`config.mk`:
```
export PLATFORM = sky130hd
export DESIGN_NAME = muldiv_issue_ctrl
export DESIGN_NICKNAME = d
export VERILOG_FILES = /design/src/rtl/muldiv_issue_ctrl.sv
export SDC_FILE = /design/constraint.sdc
export NUM_CORES = 1
export LEC_CHECK = 0
export ABC_AREA = 1
export CAP_MARGIN = 30
export CORE_MARGIN = 5
export CORE_UTILIZATION = 45
export DETAILED_ROUTE_END_ITERATION = 16
export PLACE_DENSITY = 0.84
export SYNTH_ARGS = -nofsm -noshare
export SYNTH_HDL_FRONTEND = slang
export SYNTH_SLANG_ARGS = --single-unit
```
`constraint.sdc`:
```
create_clock -name clk_i -period 3.6 [get_ports clk_i]
set_input_delay 0.72 -clock clk_i [delete_from_list [all_inputs] [get_ports clk_i]]
set_output_delay 0.72 -clock clk_i [all_outputs]
set_load 0.02 [all_outputs]
```
`src/rtl/muldiv_issue_ctrl.sv`:
```
// Execute-stage requester for the RV32M mul/div unit: latches an M-op,
// starts the unit, stalls the pipeline until the result is back, and hands
// the result to writeback. A one-entry cache returns a repeated identical
// op without re-issuing it.
//
// Writeback handshake: wb_valid_o is high for the whole RESP state and
// wb_rd_o/wb_data_o do not change while it is high; the result is
// transferred in a cycle where wb_valid_o & wb_ready_i & ~flush_i.
module muldiv_issue_ctrl #(
    parameter bit REUSE_EN = 1'b1
) (
    input  logic        clk_i,
    input  logic        rst_n_i,
    input  logic        valid_i,
    input  logic [2:0]  op_i,
    input  logic [31:0] rs1_val_i,
    input  logic [31:0] rs2_val_i,
    input  logic [4:0]  rd_addr_i,
    input  logic        flush_i,
    output logic        stall_o,
    output logic        md_start_o,
    output logic [31:0] md_operand_a_o,
    output logic [31:0] md_operand_b_o,
    output logic [2:0]  md_op_o,
    input  logic        md_busy_i,
    input  logic        md_done_i,
    input  logic [31:0] md_result_i,
    output logic        wb_valid_o,
    output logic [4:0]  wb_rd_o,
    output logic [31:0] wb_data_o,
    input  logic        wb_ready_i,
    output logic [2:0]  dbg_state_o
);

    typedef enum logic [2:0] {
        S_IDLE  = 3'd0,
        S_ISSUE = 3'd1,
        S_WAIT  = 3'd2,
        S_RESP  = 3'd3,
        S_DRAIN = 3'd4
    } state_t;

    state_t      r_state;
    state_t      w_state_nxt;
    logic        w_accept;
    logic        w_hit;
    logic        w_capture;
    logic        w_start;
    logic        w_match;

    logic [2:0]  r_op;
    logic [31:0] r_a;
    logic [31:0] r_b;
    logic [4:0]  r_rd;
    logic [31:0] r_wb_data;

    logic        r_c_valid;
    logic [2:0]  r_c_op;
    logic [31:0] r_c_a;
    logic [31:0] r_c_b;
    logic [31:0] r_c_res;

    // The destination register is deliberately not part of the match.
    assign w_match = REUSE_EN && r_c_valid && (op_i == r_c_op) &&
                     (rs1_val_i == r_c_a) && (rs2_val_i == r_c_b);

    // Next-state and control strobes; flush wins over every other event.
    always_comb begin
        w_state_nxt = r_state;
        w_accept    = 1'b0;
        w_hit       = 1'b0;
        w_capture   = 1'b0;
        w_start     = 1'b0;
        case (r_state)
            S_IDLE: begin
                if (valid_i && !flush_i) begin
                    w_accept = 1'b1;
                    if (w_match) begin
                        w_hit       = 1'b1;
                        w_state_nxt = S_RESP;
                    end else begin
                        w_state_nxt = S_ISSUE;
                    end
                end
            end
            S_ISSUE: begin
                w_start = ~md_busy_i;
                if (flush_i) begin
                    // Once started the unit cannot be aborted, so drain it.
                    w_state_nxt = w_start ? S_DRAIN : S_IDLE;
                end else if (w_start) begin
                    w_state_nxt = S_WAIT;
                end
            end
            S_WAIT: begin
                if (md_done_i) begin
                    if (flush_i) begin
                        w_state_nxt = S_IDLE;
                    end else begin
                        w_capture   = 1'b1;
                        w_state_nxt = S_RESP;
                    end
                end else if (flush_i) begin
                    w_state_nxt = S_DRAIN;
                end
            end
            S_RESP: begin
                if (flush_i || wb_ready_i) begin
                    w_state_nxt = S_IDLE;
                end
            end
            S_DRAIN: begin
                if (md_done_i) begin
                    w_state_nxt = S_IDLE;
                end
            end
            default: w_state_nxt = S_IDLE;
        endcase
    end

    // State register.
    always_ff @(posedge clk_i or negedge rst_n_i) begin
        if (!rst_n_i) begin
            r_state <= S_IDLE;
        end else begin
            r_state <= w_state_nxt;
        end
    end

    // Operand and destination latch, loaded only when an op is accepted.
    always_ff @(posedge clk_i or negedge rst_n_i) begin
        if (!rst_n_i) begin
            r_op <= 3'd0;
            r_a  <= 32'd0;
            r_b  <= 32'd0;
            r_rd <= 5'd0;
        end else if (w_accept) begin
            r_op <= op_i;
            r_a  <= rs1_val_i;
            r_b  <= rs2_val_i;
            r_rd <= rd_addr_i;
        end
    end

    // Writeback data: cached result on a hit, unit result on completion.
    always_ff @(posedge clk_i or negedge rst_n_i) begin
        if (!rst_n_i) begin
            r_wb_data <= 32'd0;
        end else if (w_hit) begin
            r_wb_data <= r_c_res;
        end else if (w_capture) begin
            r_wb_data <= md_result_i;
        end
    end

    // Reuse cache: every completion is recorded, even a flushed or drained
    // one, because the result is still correct for the latched operands.
    always_ff @(posedge clk_i or negedge rst_n_i) begin
        if (!rst_n_i) begin
            r_c_valid <= 1'b0;
            r_c_op    <= 3'd0;
            r_c_a     <= 32'd0;
            r_c_b     <= 32'd0;
            r_c_res   <= 32'd0;
        end else if (md_done_i) begin
            r_c_valid <= 1'b1;
            r_c_op    <= r_op;
            r_c_a     <= r_a;
            r_c_b     <= r_b;
            r_c_res   <= md_result_i;
        end
    end

    assign md_start_o     = w_start;
    assign md_operand_a_o = r_a;
    assign md_operand_b_o = r_b;
    assign md_op_o        = r_op;
    assign wb_valid_o     = (r_state == S_RESP);
    assign wb_rd_o        = r_rd;
    assign wb_data_o      = r_wb_data;
    assign dbg_state_o    = r_state;

    // The upstream op retires in the same cycle as the writeback handshake.
    assign stall_o = valid_i & ~((r_state == S_RESP) & wb_ready_i & ~flush_i);

endmodule

```
* After elaboration in Yosys (flattened, before gate mapping)
Cells that the tools add are included.
** Operators by class
- Muxes and demuxes :: 22
- Eq/ne operators :: 12
- Reduce and logical (&&, ||, !) cells :: 9
- Bitwise operators :: 6
** Operator list (count)
- 32-bit == test :: 2
- 32-bit two-way mux :: 2
- 3-bit two-way mux :: 8
- 3-bit one-hot mux with 5 select lines :: 1
- 1-bit two-way mux :: 9
- 3-bit by 2-bit == test with 1-bit output (second input constant) :: 2
- 3-bit != test (second input constant) :: 2
- 5-bit AND reduction :: 1
- 1-bit logical AND :: 4
- 2-bit two-way mux :: 2
- 2-bit != test (second input constant) :: 2
- 1-bit bitwise AND :: 3
- 3-bit by 1-bit == test with 1-bit output (second input constant) :: 1
- 3-bit == test :: 1
- 3-bit == test (second input constant) :: 1
- 3-bit logical NOT :: 1
- 1-bit inverter :: 3
- 2-bit by 1-bit != test with 1-bit output (second input constant) :: 1
- 2-bit nonzero test :: 1
- 1-bit logical NOT :: 1
- 1-bit logical OR :: 1
** Storage, ports and cells
- Output and inout bits :: 110
- Logic and storage cells :: 60
- Flip-flop bits (word level) :: 207

* Depth between registers and ports, before layout
- Depth after elaboration :: 8
- Mapped depth :: 14
- Mapped depth without buffers :: 13

* Worst setup path before layout
Ideal clock, no wire load.
- Kind :: input port to flip-flop
- Start :: input rs1_val_i[31]
- End :: register r_wb_data[30], in the netlist wb_data_o[30]
- Stages on the path :: 12
- Data arrival time :: 1.774 ns
- Data required time :: 3.483 ns
- Library setup time :: 0.117 ns
- Buffers on the path :: 2
- Path slack :: 1.709 ns
- Cells stage by stage :: inv_1 nand2_1 nand2_1 nand3_1 nor2_1 nand2_1 nor2_4 buf_4 buf_2 nand4_2 nand2_1 nand2_1
** On the way
- Cells in the longest elaborated chain, start to end :: 7
** Ends and longest elaborated chain
- start, declared :: RTL line 16 : input logic [31:0] rs1_val_i,
- 32-bit == test (*) :: RTL line 65 : (rs1_val_i == r_c_a) && (rs2_val_i == r_c_b);
- 1-bit logical AND (*) :: RTL line 64 : assign w_match = REUSE_EN && r_c_valid && (op_i == r_c_op) &&
- 1-bit logical AND (*) :: RTL line 65
- 1-bit two-way mux (*) :: RTL line 78 : if (w_match) begin
- 1-bit two-way mux (*) :: RTL line 76 : if (valid_i && !flush_i) begin
- 1-bit two-way mux (*) :: RTL line 74 : case (r_state)
- 32-bit two-way mux / 2-bit nonzero test (equally long branches)
- end signal, assigned :: RTL line 150 : r_wb_data <= r_c_res;
- end signal, assigned :: RTL line 152 : r_wb_data <= md_result_i;
- end, declared :: RTL line 55 : logic [31:0] r_wb_data;
Every way passes the cells marked *; elsewhere a longest branch is shown, timed or not.
A chain may end at the register's enable or synchronous reset.

* Final worst setup path
- Start :: input flush_i
- End :: output stall_o
** On the way
- Cells in the longest elaborated chain, start to end :: 4
** Ends and longest elaborated chain
- start, declared :: RTL line 19 : input logic flush_i,
- 1-bit inverter :: RTL line 184 : assign stall_o = valid_i & ~((r_state == S_RESP) & wb_ready_i & ~flush_i);
- 1-bit bitwise AND :: RTL line 184
- 1-bit inverter :: RTL line 184
- 1-bit bitwise AND :: RTL line 184
- end, declared :: RTL line 20 : output logic stall_o,
Every way passes these cells.

==> flow_metrics.py <==
metrics = {
    "run_status": {
        "status": "complete, no violations",
    },
    "clock_network": {
        "numCtsBuffers": 23,
        "clkSinkCount": 207,
        "cts_tree": "built",
        "h-tree-depth": 1,
        "clock_latency_ns": 0.50,
        "postCtsSetupBuffers": 0,
        "hold_buffers": 0,
        "clk_path_buf_depth": 3,
        "clk_pin_slew_worst_paths_ns": 0.06,
        "post_cts_resized": 0,
        "cts_root_buf": "clkbuf_16",
    },
    "synth": {
        "synth_edf_count": 0,
        "ys_ff_latch": 207,
        "syn_area_sq_um": 9980,
        "syn_area_per_cell_sq_um": 7.49,
        "async_flop_share_pct": 100,
        "synth_warnings": 0,
        "synthFlopType": "dfrtp_1",
        "seq_area_frac_synth_pct": 51.9,
        "yosysUniqueCellTypes": 33,
        "synth_cells": 1332,
        "synth_nets": 1443,
    },
    "critical_path": {
        "cp_data_arrival_time_ns": 2.12,
        "crit_required_ns": 2.88,
        "worstSetupStartpointType": "input pin",
        "endpoint_kind": "output port",
        "path_max_fanout": 5,
        "worstSetupPathType": "input pin to output port",
    },
    "floorplanning": {
        "die_x_um": 159,
        "die_y_um": 159,
        "start_util_pct": 45.7,
        "io_pins": 221,
        "dieArea_sq_um": 25300,
        "placementRows": 54,
        "coreArea_sq_um": 21800,
    },
    "routing": {
        "viasPerCell": 5.25,
        "drcViolationCount": 0,
        "ant_nets": 0,
        "wl_per_cell_um": 16.9,
        "finalWirelength_um": 31000,
        "drt_first_pass_iters": 7,
        "num_vias": 9604,
        "drtIter0Drc": 1082,
    },
    "placement": {
        "dp_hpwl_um": 22300,
        "placed_area_sq_um": 12400,
        "placement.io_buffers": 220,
        "dpl.cell_count": 1789,
        "gp_congestion": 0.898,
    },
    "timing": {
        "min_period_ns": 2.84,
        "finalMaxSlewViolations": 0,
        "holdWs_ns": 0.261,
        "fin_tns_setup_ns": 0,
        "hold_viol": 0,
        "worstMarginPinSlew_ns": 0.754,
        "skew_ns": 0.0104,
        "clock.fmax_ghz": 0.353,
        "max_slew_margin_pct": 49.3,
        "setup_viol": 0,
        "finalCritPeriodShare_pct": 78.8,
        "rsz0062_at_grt": "false",
    },
    "min_path": {
        "hp-class": "input pin to asynchronous set/reset pin",
    },
    "global_routing": {
        "grt_pass1_wl_um": 50100,
        "grt_pass1_vias": 9382,
        "grt-ovfl-total": 0,
        "antenna_found_initial": 3,
        "grt_util_all_layers_pct": 23.9,
        "grt_max_degree": 141,
    },
    "power": {
        "vdd_drop_max_uv": 416,
        "p_per_area_nw_per_um2": 783,
        "p_leak_uw": 0.00671,
    },
    "run": {
        "maxCapViolCount": 0,
    },
    "finish": {
        "multi_input_area_sq_um": 3950,
        "finalNetCount": 1645,
        "nFillCells": 1845,
        "drive_above_1_share_pct": 4.97,
        "regArea_sq_um": 5180,
        "syn2layout_area_growth_pct": 32.1,
        "design_area_sq_um": 13200,
        "finalNonFillerCells": 1830,
    },
}
-- synth_stat cells (2+ instances only) --
| cell type | count | area (sq um) |
|---|---|---|
| nand4_1 | 40 | 250 |
| inv_1 | 148 | 556 |
| or2_2 | 2 | 12.5 |
| nand3b_1 | 2 | 15.0 |
| nor2_2 | 6 | 37.5 |
| clkbuf_1 | 32 | 120 |
| nand3_1 | 67 | 335 |
| dfrtp_1 | 207 | 5180 |
| buf_6 | 6 | 67.6 |
| nand2_1 | 569 | 2140 |
| inv_2 | 9 | 33.8 |
| buf_2 | 15 | 75.1 |
| nor2_1 | 71 | 267 |
| xnor2_1 | 8 | 70.1 |
| nor2_4 | 2 | 22.5 |
| o21ai_0 | 131 | 656 |
-- registers in the layout, indices dropped and copies added, names as in the netlist --
name            cells
r_c_a              32
wb_rd_o             5
r_c_op              3
md_op_o             3
r_c_res            32
r_c_b              32
md_operand_b_o     32
dbg_state_o         3
r_c_valid           1
md_operand_a_o     32
wb_data_o          32
-- layer usage --
layer	vias to the layer above	wire length (um)	share of wire, %	track usage [%]
li1	4530	-	-	-
met1	4545	12500	40	32.0
met2	434	14000	45	37.1
met3	93	2820	9.1	5.62
met4	2	1610	5.2	11.0
met5	-	13	0.042	0
-- cell families (layout without fill, tap and decap cells) --
logic type	Yosys count	count (layout)	synth area share, %
xor gates and xnor gates	9	9	0.790
buffers and inverters	212	428	8.65
other	0	2	0
DFF	207	207	51.9
and+or+nand+nor	767	767	31.7
AOI/OAI and AO/OA	137	137	6.96
-- metrics by stage --
| step | total power (uW) | worst slack [ns] | util, % |
|---|---|---|---|
| 2_1_floorplan | 5860 | 1.71 | - |
| 3_3_place_gp | 7700 | 0.512 | 56.8 |
| 3_5_place_dp | 7830 | 0.486 | 56.8 |
| 4_1_cts | 10400 | 0.759 | 60.4 |
| 5_1_grt | 10900 | 0.671 | 60.4 |
| 6_report | 10300 | 0.763 | 60.4 |
-- area by class of cell --
cell class / count / area share (%)
tap: 280 / 2.66
timing repair buffer: 232 / 17.6
antenna: 2 / 0.0380
clock buffer: 30 / 4.94
inverter: 157 / 4.47
multi-input combinational: 913 / 29.9
clock inverter: 9 / 1.10
sequential: 207 / 39.3
-- path summary, 6_finish.rpt --
kind | from | end | slack (ns) | cells past startpoint
worst max-delay path | flush_i | stall_o | 0.76 | 4
worst min-delay path | rst_n_i | md_operand_a_o[8] | 0.26 | 1
worst max register to register | r_c_b[15] | wb_data_o[5] | 1.25 | 8
worst min register to register | r_c_res[9] | r_c_res[9] | 0.47 | 2
max in group asynchronous | rst_n_i | md_operand_a_o[30] | 2.51 | 2
min in group clk_i | r_c_res[9] | r_c_res[9] | 0.47 | 2
-- critical path, stage by stage --
cell	delay (ns)
clkdlybuf4s50_1	0.54
inv_1	0.08
a31oi_1	0.16
clkdlybuf4s50_1	0.62
-- report_power, final --
group	internal [uW]	total, uW	switching [uW]	leakage [uW]
sequential	3190	3790	604	0.00261
clock	1550	2490	936	0.000398
combinational	1670	4050	2380	0.00371
total	6410	10300	3920	0.00671
-- layout by cell type, fill, tap and decap left out, types with 2 or more instances in the layout --
cell type and n:
clkbuf_8 6, bufinv_16 4, nor2_1 71, buf_4 11, inv_2 9, nor2_2 6, nand3b_1 2, or2_2 2
nor2_4 2, diode_2 2, buf_12 2, o21ai_0 131, clkbuf_1 2, nand2_1 568, dfrtp_1 207, nand3_1 67
clkbuf_16 23, xnor2_1 8, inv_1 148, clkdlybuf4s50_1 218, clkinv_2 5, nand4_1 40
(Power assumes the default switching activity.)
